<file path="config.mk">
export PLATFORM = sky130hd
export DESIGN_NAME = issue_scheduler
export DESIGN_NICKNAME = d
export VERILOG_FILES = /design/src/rtl/risc_pkg.sv /design/src/rtl/hazard_cmp.sv /design/src/rtl/issue_scheduler.sv
export SDC_FILE = /design/constraint.sdc
export NUM_CORES = 1
export LEC_CHECK = 0
export ABC_AREA = 1
export CAP_MARGIN = 20
export CORE_MARGIN = 2
export CORE_UTILIZATION = 50
export CTS_BUF_LIST = sky130_fd_sc_hd__clkbuf_8
export DETAILED_ROUTE_END_ITERATION = 6
export PLACE_DENSITY = 0.7
export SLEW_MARGIN = 20
export SYNTH_ARGS = -nofsm -noshare
export SYNTH_HDL_FRONTEND = slang
export SYNTH_HIERARCHICAL = 1
export SYNTH_SLANG_ARGS = --single-unit
</file>
<file path="constraint.sdc">
create_clock -name clk -period 3.4 [get_ports clk]
set_input_delay 0.68 -clock clk [delete_from_list [all_inputs] [get_ports clk]]
set_output_delay 0.68 -clock clk [all_outputs]
set_load 0.02 [all_outputs]
</file>
<file path="src/rtl/risc_pkg.sv">
// Shared encodings for the issue scheduler: opcodes, register names, bubble word, FSM states.
// The decode helpers are shared so every hazard comparator reads the same instruction semantics.
package risc_pkg;

  localparam logic [1:0] LW   = 2'b11;
  localparam logic [1:0] SW   = 2'b10;
  localparam logic [1:0] ADD  = 2'b01;
  localparam logic [1:0] NOOP = 2'b00;

  localparam logic [2:0] R0 = 3'd0;
  localparam logic [2:0] R1 = 3'd1;
  localparam logic [2:0] R2 = 3'd2;
  localparam logic [2:0] R3 = 3'd3;
  localparam logic [2:0] R4 = 3'd4;
  localparam logic [2:0] R5 = 3'd5;
  localparam logic [2:0] R6 = 3'd6;
  localparam logic [2:0] R7 = 3'd7;

  localparam logic [7:0] NOOP_INSTR = 8'h00;

  typedef enum logic [2:0] {IDLE, LOAD, RUN, DRAIN, DONE} state_t;

  function automatic logic op_writes(input logic [1:0] op);
    return (op == LW) || (op == ADD);
  endfunction

  function automatic logic op_reads_a(input logic [1:0] op);
    return (op == ADD) || (op == SW);
  endfunction

  function automatic logic op_reads_b(input logic [1:0] op);
    return (op == ADD) || (op == SW) || (op == LW);
  endfunction

endpackage

</file>
<file path="src/rtl/hazard_cmp.sv">
// RAW check of one candidate instruction against one in-flight slot.
// The slot is passed as opcode plus destination field; nothing else of it matters here.
module hazard_cmp
  import risc_pkg::*;
(
  input  logic [7:0] cand,
  input  logic [1:0] slot_op,
  input  logic [2:0] slot_dst,
  output logic       hit
);

  logic [1:0] cand_op;
  logic [2:0] cand_a;
  logic [2:0] cand_b;

  assign cand_op = cand[7:6];
  assign cand_a  = cand[5:3];
  assign cand_b  = cand[2:0];

  assign hit = op_writes(slot_op) &&
               ((op_reads_a(cand_op) && (cand_a == slot_dst)) ||
                (op_reads_b(cand_op) && (cand_b == slot_dst)));

endmodule

</file>
<file path="src/rtl/issue_scheduler.sv">
// In-order issue of a loaded program into a 5-stage pipeline, inserting bubbles on RAW
// hazards against the two most recently issued instructions.
//
// state | meaning
// IDLE  | buffer empty, waiting for first write
// LOAD  | accepting program words
// RUN   | issuing one instruction or bubble per cycle
// DRAIN | pipeline emptying, nothing issued
// DONE  | program finished, results held
module issue_scheduler
  import risc_pkg::*;
#(
  parameter int DEPTH     = 8,
  parameter int DRAIN_CYC = 4
) (
  input  logic       clk,
  input  logic       rst_n,
  input  logic       in_valid,
  input  logic [7:0] in_data,
  output logic       in_ready,
  input  logic       start,
  input  logic       clear,
  output logic       issue_valid,
  output logic [7:0] issue_instr,
  output logic       bubble,
  output logic [7:0] stall_cnt,
  output logic       busy,
  output logic       done
);

  localparam int AW = (DEPTH > 1) ? $clog2(DEPTH) : 1;
  localparam int CW = AW + 1;
  localparam int TW = (DRAIN_CYC > 2) ? $clog2(DRAIN_CYC) : 1;

  state_t        state, state_nxt;
  logic [CW-1:0] count, count_nxt;
  logic [CW-1:0] ptr, ptr_nxt;
  logic [4:0]    s1, s1_nxt;
  logic [4:0]    s2, s2_nxt;
  logic [7:0]    stall_nxt;
  logic [TW-1:0] tmr, tmr_nxt;
  logic [7:0]    mem [DEPTH];

  logic       wr_en;
  logic [7:0] cand;
  logic       hit1, hit2, hazard;

  assign in_ready = ((state == IDLE) || (state == LOAD)) && (count < CW'(DEPTH));
  assign wr_en    = in_valid && in_ready && !clear;
  assign cand     = mem[ptr[AW-1:0]];

  // Slots keep opcode and field A only: that is all a later reader can collide with.
  hazard_cmp u_cmp_s1 (
    .cand     (cand),
    .slot_op  (s1[4:3]),
    .slot_dst (s1[2:0]),
    .hit      (hit1)
  );

  hazard_cmp u_cmp_s2 (
    .cand     (cand),
    .slot_op  (s2[4:3]),
    .slot_dst (s2[2:0]),
    .hit      (hit2)
  );

  assign hazard      = hit1 || hit2;
  assign issue_valid = (state == RUN);
  assign bubble      = (state == RUN) && hazard;
  assign issue_instr = ((state == RUN) && !hazard) ? cand : NOOP_INSTR;
  assign busy        = (state == RUN) || (state == DRAIN);
  assign done        = (state == DONE);

  always_ff @(posedge clk) begin
    if (wr_en) mem[count[AW-1:0]] <= in_data;
  end

  always_ff @(posedge clk or negedge rst_n) begin
    if (!rst_n) begin
      state     <= IDLE;
      count     <= '0;
      ptr       <= '0;
      s1        <= '0;
      s2        <= '0;
      stall_cnt <= '0;
      tmr       <= '0;
    end else begin
      state     <= state_nxt;
      count     <= count_nxt;
      ptr       <= ptr_nxt;
      s1        <= s1_nxt;
      s2        <= s2_nxt;
      stall_cnt <= stall_nxt;
      tmr       <= tmr_nxt;
    end
  end

  always_comb begin
    state_nxt = state;
    count_nxt = count;
    ptr_nxt   = ptr;
    s1_nxt    = s1;
    s2_nxt    = s2;
    stall_nxt = stall_cnt;
    tmr_nxt   = tmr;
    if (clear) begin
      state_nxt = IDLE;
      count_nxt = '0;
      ptr_nxt   = '0;
      s1_nxt    = '0;
      s2_nxt    = '0;
      stall_nxt = '0;
      tmr_nxt   = '0;
    end else begin
      case (state)
        IDLE, LOAD: begin
          if (wr_en) begin
            count_nxt = count + CW'(1);
            state_nxt = LOAD;
          end
          // A write in the same cycle as start still belongs to this program.
          if (start && ((count != '0) || wr_en)) begin
            state_nxt = RUN;
            ptr_nxt   = '0;
            s1_nxt    = '0;
            s2_nxt    = '0;
            stall_nxt = '0;
          end
        end
        RUN: begin
          s2_nxt = s1;
          s1_nxt = issue_instr[7:3];
          if (hazard) begin
            if (stall_cnt != 8'hFF) stall_nxt = stall_cnt + 8'd1;
          end else begin
            ptr_nxt = ptr + CW'(1);
            if (ptr == count - CW'(1)) begin
              state_nxt = DRAIN;
              tmr_nxt   = TW'(DRAIN_CYC - 1);
            end
          end
        end
        DRAIN: begin
          if (tmr == '0) state_nxt = DONE;
          else tmr_nxt = tmr - TW'(1);
        end
        DONE: begin
          if (start) begin
            state_nxt = RUN;
            ptr_nxt   = '0;
            s1_nxt    = '0;
            s2_nxt    = '0;
            stall_nxt = '0;
          end
        end
        default: state_nxt = IDLE;
      endcase
    end
  end

endmodule

</file>
==> results of run 1 <==
[final timing paths]
kind,from,end,cells after the start
hold reg to reg,tmr[0],tmr[0],2
setup / recovery,ptr[0],issue_instr[7],20
min in group asynchronous,rst_n,s2[2],2
hold / removal,tmr[0],tmr[0],2
max in group asynchronous,rst_n,ptr[0],2
setup reg to reg,ptr[0],ptr[1],27
[worst reg2reg max path: stages (launching register included)]
cell      delay (ns)
dfrtp_2         0.49
buf_6           0.16
nor2_2          0.10
nor2_1          0.05
o21ai_1         0.07
o211ai_1        0.10
nand2_1         0.12
inv_2           0.05
inv_2           0.06
ha_4            0.20
nand2_2         0.05
nor2_1          0.04
nand2_1         0.08
a21oi_2         0.06
nor2_2          0.14
inv_2           0.06
buf_4           0.12
buf_4           0.12
buf_4           0.12
buf_4           0.12
buf_4           0.13
buf_4           0.12
buf_4           0.12
buf_4           0.13
nand2_1         0.06
inv_1           0.06
nor2_4          0.15
o21ai_0         0.11
[final cells by class]
class,instances,area share
Timing Repair Buffer,97,0.144
Clock buffer,9,0.0206
Sequential cell,93,0.442
Inverter,61,0.0390
Tap cell,111,0.0231
Clock inverter,7,0.0136
Multi-Input combinational cell,350,0.318
[registers in the layout, summed over array words and instances (netlist names)]
name and count:
s2 4, ptr 4, s1 4, count 4
stall_cnt 8, mem 64, state 3, tmr 2
[what timing repair did]
action,4_1_cts,5_1_grt
pin swaps,15,37
setup buffers,14,9
setup endpoints to repair,9,21
resized for setup,78,71
gates cloned,0,1
[metrics by stage]
stage               power [W]  hold WS (ns)  std cells
global route          0.00379         0.526        728
CTS                   0.00339         0.502        718
global placement      0.00248         0.471        688
detailed placement    0.00251         0.480        688
floorplan             0.00211         0.384        518
finish                0.00358         0.494        728
[per-layer routing]
metal	up-vias	wire, µm	track usage
met2	113	5670	0.385
met5	-	0	0
met4	0	245	0.0864
li1	1899	-	-
met3	18	541	0.0320
met1	1833	4840	0.299
[report_power, final]
group	total (W)	switching [W]	internal (W)
sequential	0.00136	0.0000700	0.00129
combinational	0.00146	0.000849	0.000606
clock	0.000769	0.000418	0.000352
total	0.00358	0.00134	0.00225
==> results.txt, run 1 <==
Die ar. -> 10,100 µm²
H-tree levels -> 3
Commonest non-fill, non-tap cell in the layout -> nand2_1
Worst slew margin -> 0.690
Power Density -> 597 nW/µm²
YS warnings -> 6
# rows -> 35
Placed wire-length estimate -> 7570 µm
Max Slew Vio Count -> 0
Clock slew at reported path FFs -> 0.09 ns
Initial core utilization -> 0.508
Slowest cell on crit path -> dfrtp_2
Antenna Nets Post-Route -> 0
Remaining Overflow, GRT -> 0
Crit-path leading delay family -> simple AND/OR/NAND/NOR gates
Largest net degree at the start of global routing -> 30
Drt drc -> 0
Die H -> 100 µm
Pin slew with the least headroom to its limit -> 0.463 ns
Post-DR wirelength/cell -> 15.5 µm
Post-Syn Area per Cell -> 8.98 µm²
Fin area -> 6000 µm²
Clock root cell -> clkbuf_8
CTS sink cnt -> 93
Port Buf Inserts -> 33
Slowest cell delay on critical path -> 0.49 ns
Post-Place Setup Slack -> -0.307 ns
Hold/Removal Path Class -> reg -> reg
Fin. Hold Viols -> 0
Die W -> 100 µm
WP data required -> 2.72 ns
Area occupied by multi-input gates -> 1910 µm²
Nets -> 632
R2R setup slack -> 0.08 ns
Status -> finished with violations
CP Cell Sequence -> buf_6, nor2_2, nor2_1, o21ai_1, o211ai_1, nand2_1, inv_2, inv_2, ha_4, nand2_2, nor2_1, nand2_1, a21oi_2, nor2_2, inv_2, nor2_2, inv_2, buf_12, nor2_4, buf_6
Initial antenna violation count -> 0
Final period util -> 1.01
Clock latency on the worst-skew pair -> 0.37 ns
N_diodes -> 0
F_max -> 290 MHz
Core area -> 9150 µm²
Total GRT Usage -> 0.228
# setup viols final -> 8
Min Tclk post-route -> 3.45 ns
Via Count -> 3,863
TritonCTS clock tree -> yes
Routed WL -> 11,300 µm
Worst-path maximum fanout -> 5
CP Data Arrival Time -> 2.77 ns
Vias in the first global route -> 3,630
Max Cap Violations -> 0
Post-Place Cell Area -> 5350 µm²
Cells after Synth -> 518
Mapped Area -> 4650 µm²
Drt pass-1 iters -> 5
CP bufs+invs -> 7
Leakage dissipation -> 2.54 nW
Fin worst setup slack -> -0.0502 ns
Leading cell types in the layout, fill and taps excluded -> nand2_1, edfxtp_1, nor2_1
RSZ-0062 raised after global routing -> true
Fill count -> 746
Mapped Nets -> 538
Worst Setup Start Kind -> register
Cts bufs inserted -> 9
Via density -> 5.31
Kind of critical path -> reg -> out
Final core occ -> 0.656
Max Root-Sink Buffers -> 2
IO Pins -> 34
Violated checks -> negative setup slack
CTS Hold Bufs -> 0
Peak supply drop -> 0.390 mV
Share of layout cells above drive strength 1 -> 0.290
Most used cell, CP -> inv_2
Area delta synth->final -> 29.0%
Setup TNS -> -0.368 ns
Iter 0 DRT Violations -> 251
Clock Skew -> 0.0114 ns
Gp weighted congestion -> 0.893
First-pass GRT wire length -> 17,400 µm
Register area -> 2650 µm²
Crit end category -> output pin
Note: power is estimated with default switching activity, not from simulation.
==> inputs of run 2 (changes only) <==
- TNS_END_PERCENT: default -> 50
==> results.txt, run 2 (synthesized netlist as in run 1, its figures left out) <==
Pin slew with the least headroom to its limit -> 0.463 ns
Total Power -> 0.00358 W
Vias in the first global route -> 3,630
Fin. Hold Viols -> 0
Leading cell types in the layout, fill and taps excluded -> nand2_1, edfxtp_1, nor2_1
Violated checks -> negative setup slack
Antenna Nets Post-Route -> 0
Leakage dissipation -> 2.54 nW
Clock slew at reported path FFs -> 0.09 ns
CP Cell Sequence -> buf_6, nor2_2, nor2_1, o21ai_1, o211ai_1, nand2_1, inv_2, inv_2, ha_4, nand2_2, nor2_1, nand2_1, a21oi_2, nor2_2, inv_2, nor2_2, inv_2, buf_12, nor2_4, buf_6
Hold/Removal Path Class -> reg -> reg
Gp weighted congestion -> 0.893
Iter 0 DRT Violations -> 251
# setup viols final -> 8
Initial antenna violation count -> 0
Clock Skew -> 0.0118 ns
Share of layout cells above drive strength 1 -> 0.290
Slowest cell on crit path -> dfrtp_2
Die ar. -> 10,100 µm²
Worst-path maximum fanout -> 5
Placed wire-length estimate -> 7570 µm
Routed WL -> 11,300 µm
Nets -> 632
IO Pins -> 34
Switching share of power -> 0.373
Clock root cell -> clkbuf_8
Clock power share -> 0.214
Final core occ -> 0.656
Drt drc -> 0
F_max -> 290 MHz
H-tree levels -> 3
Psw -> 0.00134 W
Most used cell, CP -> inv_2
Crit end category -> output pin
Internal power -> 0.00225 W
Max Cap Violations -> 0
Final period util -> 1.01
Power Density -> 597 nW/µm²
Total GRT Usage -> 0.228
Remaining Overflow, GRT -> 0
Post-DR wirelength/cell -> 15.5 µm
TritonCTS clock tree -> yes
Max Root-Sink Buffers -> 2
Via Count -> 3,871
Die H -> 100 µm
Drt pass-1 iters -> 5
WP data required -> 2.72 ns
Power share of the sequential group -> 0.379
N_diodes -> 0
Min Tclk post-route -> 3.45 ns
Port Buf Inserts -> 33
RSZ-0062 raised after global routing -> true
Core area -> 9150 µm²
CP bufs+invs -> 7
Worst slew margin -> 0.690
Fin worst setup slack -> -0.0486 ns
Worst Setup Start Kind -> register
Peak supply drop -> 0.390 mV
# rows -> 35
Largest net degree at the start of global routing -> 30
Initial core utilization -> 0.508
Clock latency on the worst-skew pair -> 0.37 ns
CP Data Arrival Time -> 2.77 ns
Slowest cell delay on critical path -> 0.49 ns
Die W -> 100 µm
CTS sink cnt -> 93
First-pass GRT wire length -> 17,400 µm
Max Slew Vio Count -> 0
Crit-path leading delay family -> simple AND/OR/NAND/NOR gates
Commonest non-fill, non-tap cell in the layout -> nand2_1
Area delta synth->final -> 29.0%
Combinational Power Share -> 0.406
Kind of critical path -> reg -> out
Max reg flops -> 64
Via density -> 5.32
Cts bufs inserted -> 9
Status -> finished with violations
[run 2: power by group through the flow]
stage	combinational, W	clock, W	sequential, W
2_1_floorplan	0.000748	0	0.00136
4_1_cts	0.00126	0.000780	0.00135
3_3_place_gp	0.00111	0	0.00137
5_1_grt	0.00160	0.000825	0.00137
3_5_place_dp	0.00113	0	0.00137
6_report	0.00146	0.000767	0.00136
[run 2: cell type report]
class / instances / area, µm²
repair buffers: 97 / 862
flip-flops and latches: 93 / 2650
clock buffers: 9 / 124
inverters: 61 / 234
multi-input cells: 350 / 1910
clock inverters: 7 / 81.3
fillers: 746 / 3150
well taps: 111 / 139
[run 2: repair_timing]
item | CTS | global route
pin swaps | 15 | 37
buffers inserted | 14 | 9
gates resized for setup | 78 | 71
cloned | 0 | 1
endpoints found under the setup margin | 9 | 21
hold buffers | 0 | 0
[run 2: routing by layer]
metal	global-route usage	part of all wire	vias to the layer above
li1	-	-	1900
met1	0.299	0.43	1838
met2	0.385	0.50	114
met3	0.0320	0.049	19
met4	0.0864	0.022	0
met5	0	0	-
[run 2: worst paths after layout]
| check | startpoint | endpoint | slack (ns) | depth (start not counted) |
|---|---|---|---|---|
| setup / recovery | ptr[0] | issue_instr[7] | -0.05 | 20 |
| hold / removal | tmr[0] | tmr[0] | 0.49 | 2 |
| setup reg to reg | ptr[0] | ptr[1] | 0.08 | 27 |
| hold reg to reg | tmr[0] | tmr[0] | 0.49 | 2 |
| max in group asynchronous | rst_n | ptr[0] | 2.38 | 2 |
| min in group asynchronous | rst_n | s2[2] | 0.70 | 2 |
[run 2: metrics by stage]
stage | worst slack [ns] | cells | hold WS (ns) | setup TNS [ns] | cell area (µm²)
after floorplan | 0.329 | 518 | 0.384 | 0 | 4650
final | -0.0486 | 728 | 0.494 | -0.355 | 6000
after detailed placement | -0.307 | 688 | 0.480 | -2.26 | 5350
after global placement | -0.229 | 688 | 0.471 | -1.65 | 5350
after CTS | -0.0364 | 718 | 0.502 | -0.158 | 5750
after global routing | -0.181 | 728 | 0.526 | -2.24 | 6000
[run 2: tightest hold or removal path: stages (launching register included)]
cell	delay (ns)
dfrtp_1	0.35
nand2_1	0.05
o21ai_0	0.06
